[src/rtl/spi_slave_ctrl.sv]
// SPI slave front end: deserialises {op,byte} frames for the RAM and serialises read data on MISO.
// Optional protocol-error pulse output enabled by defining SPI_PROTO_ERR_EN.
module spi_slave_ctrl #(
  parameter int ADDR_SIZE = 8
) (
  input  logic                 clk,
  input  logic                 rst_n,
  input  logic                 SS_n,
  input  logic                 MOSI,
  output logic                 MISO,
  output logic [ADDR_SIZE+1:0] rx_data,
  output logic                 rx_valid,
  input  logic [ADDR_SIZE-1:0] tx_data,
  input  logic                 tx_valid
`ifdef SPI_PROTO_ERR_EN
  ,
  output logic                 proto_err
`endif
);
  localparam int W   = ADDR_SIZE + 2;
  localparam int CW  = $clog2(W + 1);
  localparam int TCW = $clog2(ADDR_SIZE);

  typedef enum logic [2:0] {IDLE, CHK_CMD, WRITE, READ_ADD, READ_DATA} state_t;

  state_t               state;
  logic [CW-1:0]        cnt;
  logic [W-1:0]         shreg;
  logic                 rd_addr_done;
  logic                 done;     // this frame's rx_valid already issued
  logic                 wait_tx;
  logic                 tx_act;
  logic [ADDR_SIZE-1:0] tx_sh;
  logic [TCW-1:0]       tx_cnt;

  always_ff @(posedge clk or negedge rst_n) begin
    if (!rst_n) begin
      state        <= IDLE;
      cnt          <= '0;
      shreg        <= '0;
      rd_addr_done <= 1'b0;
      done         <= 1'b0;
      wait_tx      <= 1'b0;
      tx_act       <= 1'b0;
      tx_sh        <= '0;
      tx_cnt       <= '0;
      MISO         <= 1'b0;
      rx_data      <= '0;
      rx_valid     <= 1'b0;
`ifdef SPI_PROTO_ERR_EN
      proto_err    <= 1'b0;
`endif
    end else begin
      rx_valid <= 1'b0;
`ifdef SPI_PROTO_ERR_EN
      proto_err <= 1'b0;
`endif
      if (SS_n) begin
        state   <= IDLE;
        cnt     <= '0;
        MISO    <= 1'b0;
        done    <= 1'b0;
        wait_tx <= 1'b0;
        tx_act  <= 1'b0;
`ifdef SPI_PROTO_ERR_EN
        if (state != IDLE && !done) proto_err <= 1'b1;
`endif
      end else begin
        case (state)
          IDLE: begin
            state <= CHK_CMD;
            cnt   <= '0;
            done  <= 1'b0;
          end
          CHK_CMD: begin
            if (!MOSI)             state <= WRITE;
            else if (rd_addr_done) state <= READ_DATA;
            else                   state <= READ_ADD;
          end
          default: begin
            if (cnt < CW'(W)) begin
              shreg <= {shreg[W-2:0], MOSI};
              cnt   <= cnt + 1'b1;
            end else if (!done) begin
              rx_data  <= shreg;
              rx_valid <= 1'b1;
              done     <= 1'b1;
              if (state == READ_ADD) rd_addr_done <= 1'b1;
              if (state == READ_DATA) begin
                rd_addr_done <= 1'b0;
                wait_tx      <= 1'b1;
              end
`ifdef SPI_PROTO_ERR_EN
              case (state)
                WRITE:    proto_err <= shreg[W-1];
                READ_ADD: proto_err <= (shreg[W-1:W-2] != 2'b10);
                default:  proto_err <= (shreg[W-1:W-2] != 2'b11);
              endcase
`endif
            end
          end
        endcase

        // read-data serialiser: first bit leaves on the capture edge itself
        if (wait_tx && tx_valid) begin
          wait_tx <= 1'b0;
          tx_act  <= 1'b1;
          MISO    <= tx_data[ADDR_SIZE-1];
          tx_sh   <= tx_data << 1;
          tx_cnt  <= TCW'(ADDR_SIZE - 1);
        end else if (tx_act) begin
          if (tx_cnt != '0) begin
            MISO   <= tx_sh[ADDR_SIZE-1];
            tx_sh  <= tx_sh << 1;
            tx_cnt <= tx_cnt - 1'b1;
          end else begin
            MISO   <= 1'b0;
            tx_act <= 1'b0;
          end
        end
      end
    end
  end
endmodule

[config.mk]
export PLATFORM = sky130hd
export DESIGN_NAME = spi_slave_ctrl
export DESIGN_NICKNAME = d
export VERILOG_FILES = /design/src/rtl/spi_slave_ctrl.sv
export SDC_FILE = /design/constraint.sdc
export NUM_CORES = 1
export LEC_CHECK = 0
export ABC_AREA = 1
export BUFFER_PORTS_ARGS = -buffer_cell sky130_fd_sc_hd__buf_2
export CAP_MARGIN = 20
export CORE_UTILIZATION = 51
export CTS_CLUSTER_SIZE = 12
export DETAILED_ROUTE_END_ITERATION = 10
export GPL_TIMING_DRIVEN = 0
export PLACE_DENSITY = 0.74
export SLEW_MARGIN = 20
export SYNTH_ARGS = -nofsm -noshare
export SYNTH_HDL_FRONTEND = slang
export SYNTH_SLANG_ARGS = --single-unit
export TNS_END_PERCENT = 1
[constraint.sdc]
create_clock -name clk -period 1.4 [get_ports clk]
set_clock_uncertainty 0.2 [all_clocks]
set_input_delay 0.07 -clock clk [delete_from_list [all_inputs] [get_ports clk]]
set_output_delay 0.07 -clock clk [all_outputs]
set_load 0.1 [all_outputs]
==> reports/results.ini <==
[run_status]
run_status = complete, but fails checks
violations = negative hold slack, negative setup slack

[power]
powerDensity_nw_per_um2 = 1333
p_leak_nw = 1.453
seqPwrFrac_pct = 44.5
ir_drop_mv = 0.9684
pwr-share-clk_pct = 26.1
switching_share_pct = 33.53
internal_power_mw = 2.471
pwr-share-comb_pct = 29.4
p_sw_mw = 1.246

[clock_network]
htree_num_levels = 2
clkSinkCount = 43
cts_tree = yes
cts_buffers = 5
insertion_delay_ns = 0.30
cts_hold_buf = 13
clkTransAtPathRegs_ns = 0.09
cts-root-buf = clkbuf_8
cts_buffer_depth = 2

[timing]
max-slew-margin-rel_pct = 61.67
slew_violations = 0
worst_pin_slew_ns = 0.5749
hold_violations = 3
fmax_mhz = 667.6
fin_setup_tns_ns = -2.007
min_period_over_period_pct = 107.0
min_period_ns = 1.498
hold_slack_ns = -0.06828
rsz0062_at_grt = yes
timing.final.ws_setup_ns = -0.09794
setup_viol = 34

[yosys]
avgSynthCellArea_um2 = 8.314
yosysSeqAreaShare_pct = 53.48
synth_warnings = 0
syn_area_um2 = 2012
syn-num-nets = 258
ys_seq_elements = 43
yosysTopAreaCell = dfrtp_1
ys_top_cells_by_area = dfrtp_1, nand2_1, inv_1, o21ai_0, nand2_2
synth_top_area_share_pct = 53.48
syn_inst = 242
synth_cell_type_count = 25

[drt]
drt_iter0_markers = 128
avgViaCountPerCell = 5.162
wire_per_inst_um = 14.32
firstDrtPassIters = 4
wirelength_um = 5039
num_vias = 1817
drtAntennaViolNets = 0
drcViolationCount = 0

[setup_path]
slowest_delay_ns = 0.45
r2r-start = state[0]
cp.required_ns = 1.45
cp-end-kind = flip-flop
crit_start = state[0]
crit_chain = buf_12, nand3_4, nand3_4, nor2_4, buf_6, nand2_2, nand2_1
path_class = reg -> reg
cpMostUsedCell = nand3_4
start_kind = flip-flop
arrival_ns = 1.55
worstPathMaxFanout = 5
cpMaxStageDelayCell = dfrtp_2

[grt]
antenna_found_initial = 0
grt_max_degree = 44
grtUsageTotal_pct = 24.71
gr-total-overflow = 0
grt_first_pass_wirelength_um = 7617
grt_pass1_vias = 1713

[place]
pre_cts_slack_ns = -0.1450
post-dp-hpwl_um = 2612
finalWeightedCongestion = 0.7672
port_buffers = 23

[final_layout]
final_common_cell = nand2_1
num-fill-cells = 247
n_antenna_cell = 0
drive_gt1_share_pct = 34.21
syn_to_final_growth_pct = 38.62
finalNetCount = 319
mostFrequentLayoutCells = nand2_1, dfrtp_1, buf_2, inv_1, dlygate4sd3_1

[die]
core-area_um2 = 3716
start_util_pct = 54.14
die-area_um2 = 4200
fp-row-count = 22
die_w_um = 64.81
die_h_um = 64.81
ios = 25

[hold_path]
hp-start = tx_valid
hp-class = in -> reg

[job]
maxCapViolations = 0

[repair_timing]
item,4_1_cts,5_1_grt
setup buffers,10,4
endpoints found under the hold margin,59,2
endpoints found under the setup margin,38,86
gates resized for setup,32,31
pin swaps,8,17
cloned,3,1
[path summary, 6_finish.rpt]
path / end / cells after the start / slack [ns]
max in group asynchronous: cnt[2] / 2 / 0.45
worst max register to register: rd_addr_done / 7 / -0.1
min in group asynchronous: tx_cnt[0] / 2 / 0.12
worst min-delay path: tx_sh[6] / 4 / -0.07
worst min register to register: rx_data[3] / 2 / 0.27
worst max-delay path: rd_addr_done / 7 / -0.1
[registers in the layout, summed over array words and instances (netlist names)]
| register | cells |
|---|---|
| rx_data | 10 |
| shreg | 10 |
| tx_sh | 7 |
| cnt | 4 |
| state | 3 |
| tx_cnt | 3 |
| MISO | 1 |
| done | 1 |
| rd_addr_done | 1 |
| rx_valid | 1 |
| tx_act | 1 |
| wait_tx | 1 |
[kinds of logic (layout without fill, tap and decap cells)]
kind of cell	count (synthesis)	in the layout	share of synthesized area (%)
and+or+nand+nor	134	135	27.92
xor gates and xnor gates	2	2	0.8708
adders and majority gates	3	3	1.866
AOI/OAI and AO/OA	29	29	8.520
buffers and inverters	31	92	7.338
DFF	43	43	53.48
[power groups by stage]
stage / clock network [mW] / logic [mW] / registers (mW)
5_1_grt: 1.04 / 1.20 / 1.67
3_3_place_gp: 0 / 0.641 / 1.64
4_1_cts: 0.973 / 0.978 / 1.64
6_report: 0.969 / 1.09 / 1.65
2_1_floorplan: 0 / 0.511 / 1.61
3_5_place_dp: 0 / 0.665 / 1.64
[critical path, delay by kind of cell, from the launching register on]
| kind | cells | cell delay (ns) |
|---|---|---|
| buffers and inverters | 2 | 0.29 |
| AND/OR/NAND/NOR | 5 | 0.51 |
| flip-flops | 1 | 0.45 |
[metrics by stage]
step,utilization [%],instance area [µm²],power [mW],std cells
after floorplan,-,2014,2.124,242
after global placement,58.92,2190,2.279,313
after detailed placement,58.92,2190,2.309,313
after CTS,70.94,2636,3.588,347
after global routing,75.05,2789,3.915,352
final,75.05,2789,3.717,352
[synthesized netlist by cell type (all sizes together)]
cell,number
a21boi,1
buf,6
o22ai,2
o21ai,20
nor2,14
ha,3
nand2,106
dfrtp,43
nor3,1
nand3,10
inv,25
o211ai,3
a21oi,3
or2,1
nand4,2
xor2,2
[layout make-up]
cell class	instances	area (µm²)	area share [%]
sequential	43	1081	38.76
multi-input combinational	169	942.2	33.78
timing repair buffer	53	429.2	15.39
inverter	25	96.34	3.454
clock buffer	5	68.82	2.467
buffer	6	67.56	2.423
tap	48	60.06	2.153
clock inverter	3	43.79	1.570
[layer usage]
metal  vias up  routed length [µm]  GRT usage, %
met5         -                   0             0
met4         0                  63         11.11
met3         5                 183         5.458
met2        49                2729         40.76
met1       882                2062         30.82
li1        881                   -             -
No activity file was read; power rests on OpenSTA's default activity.
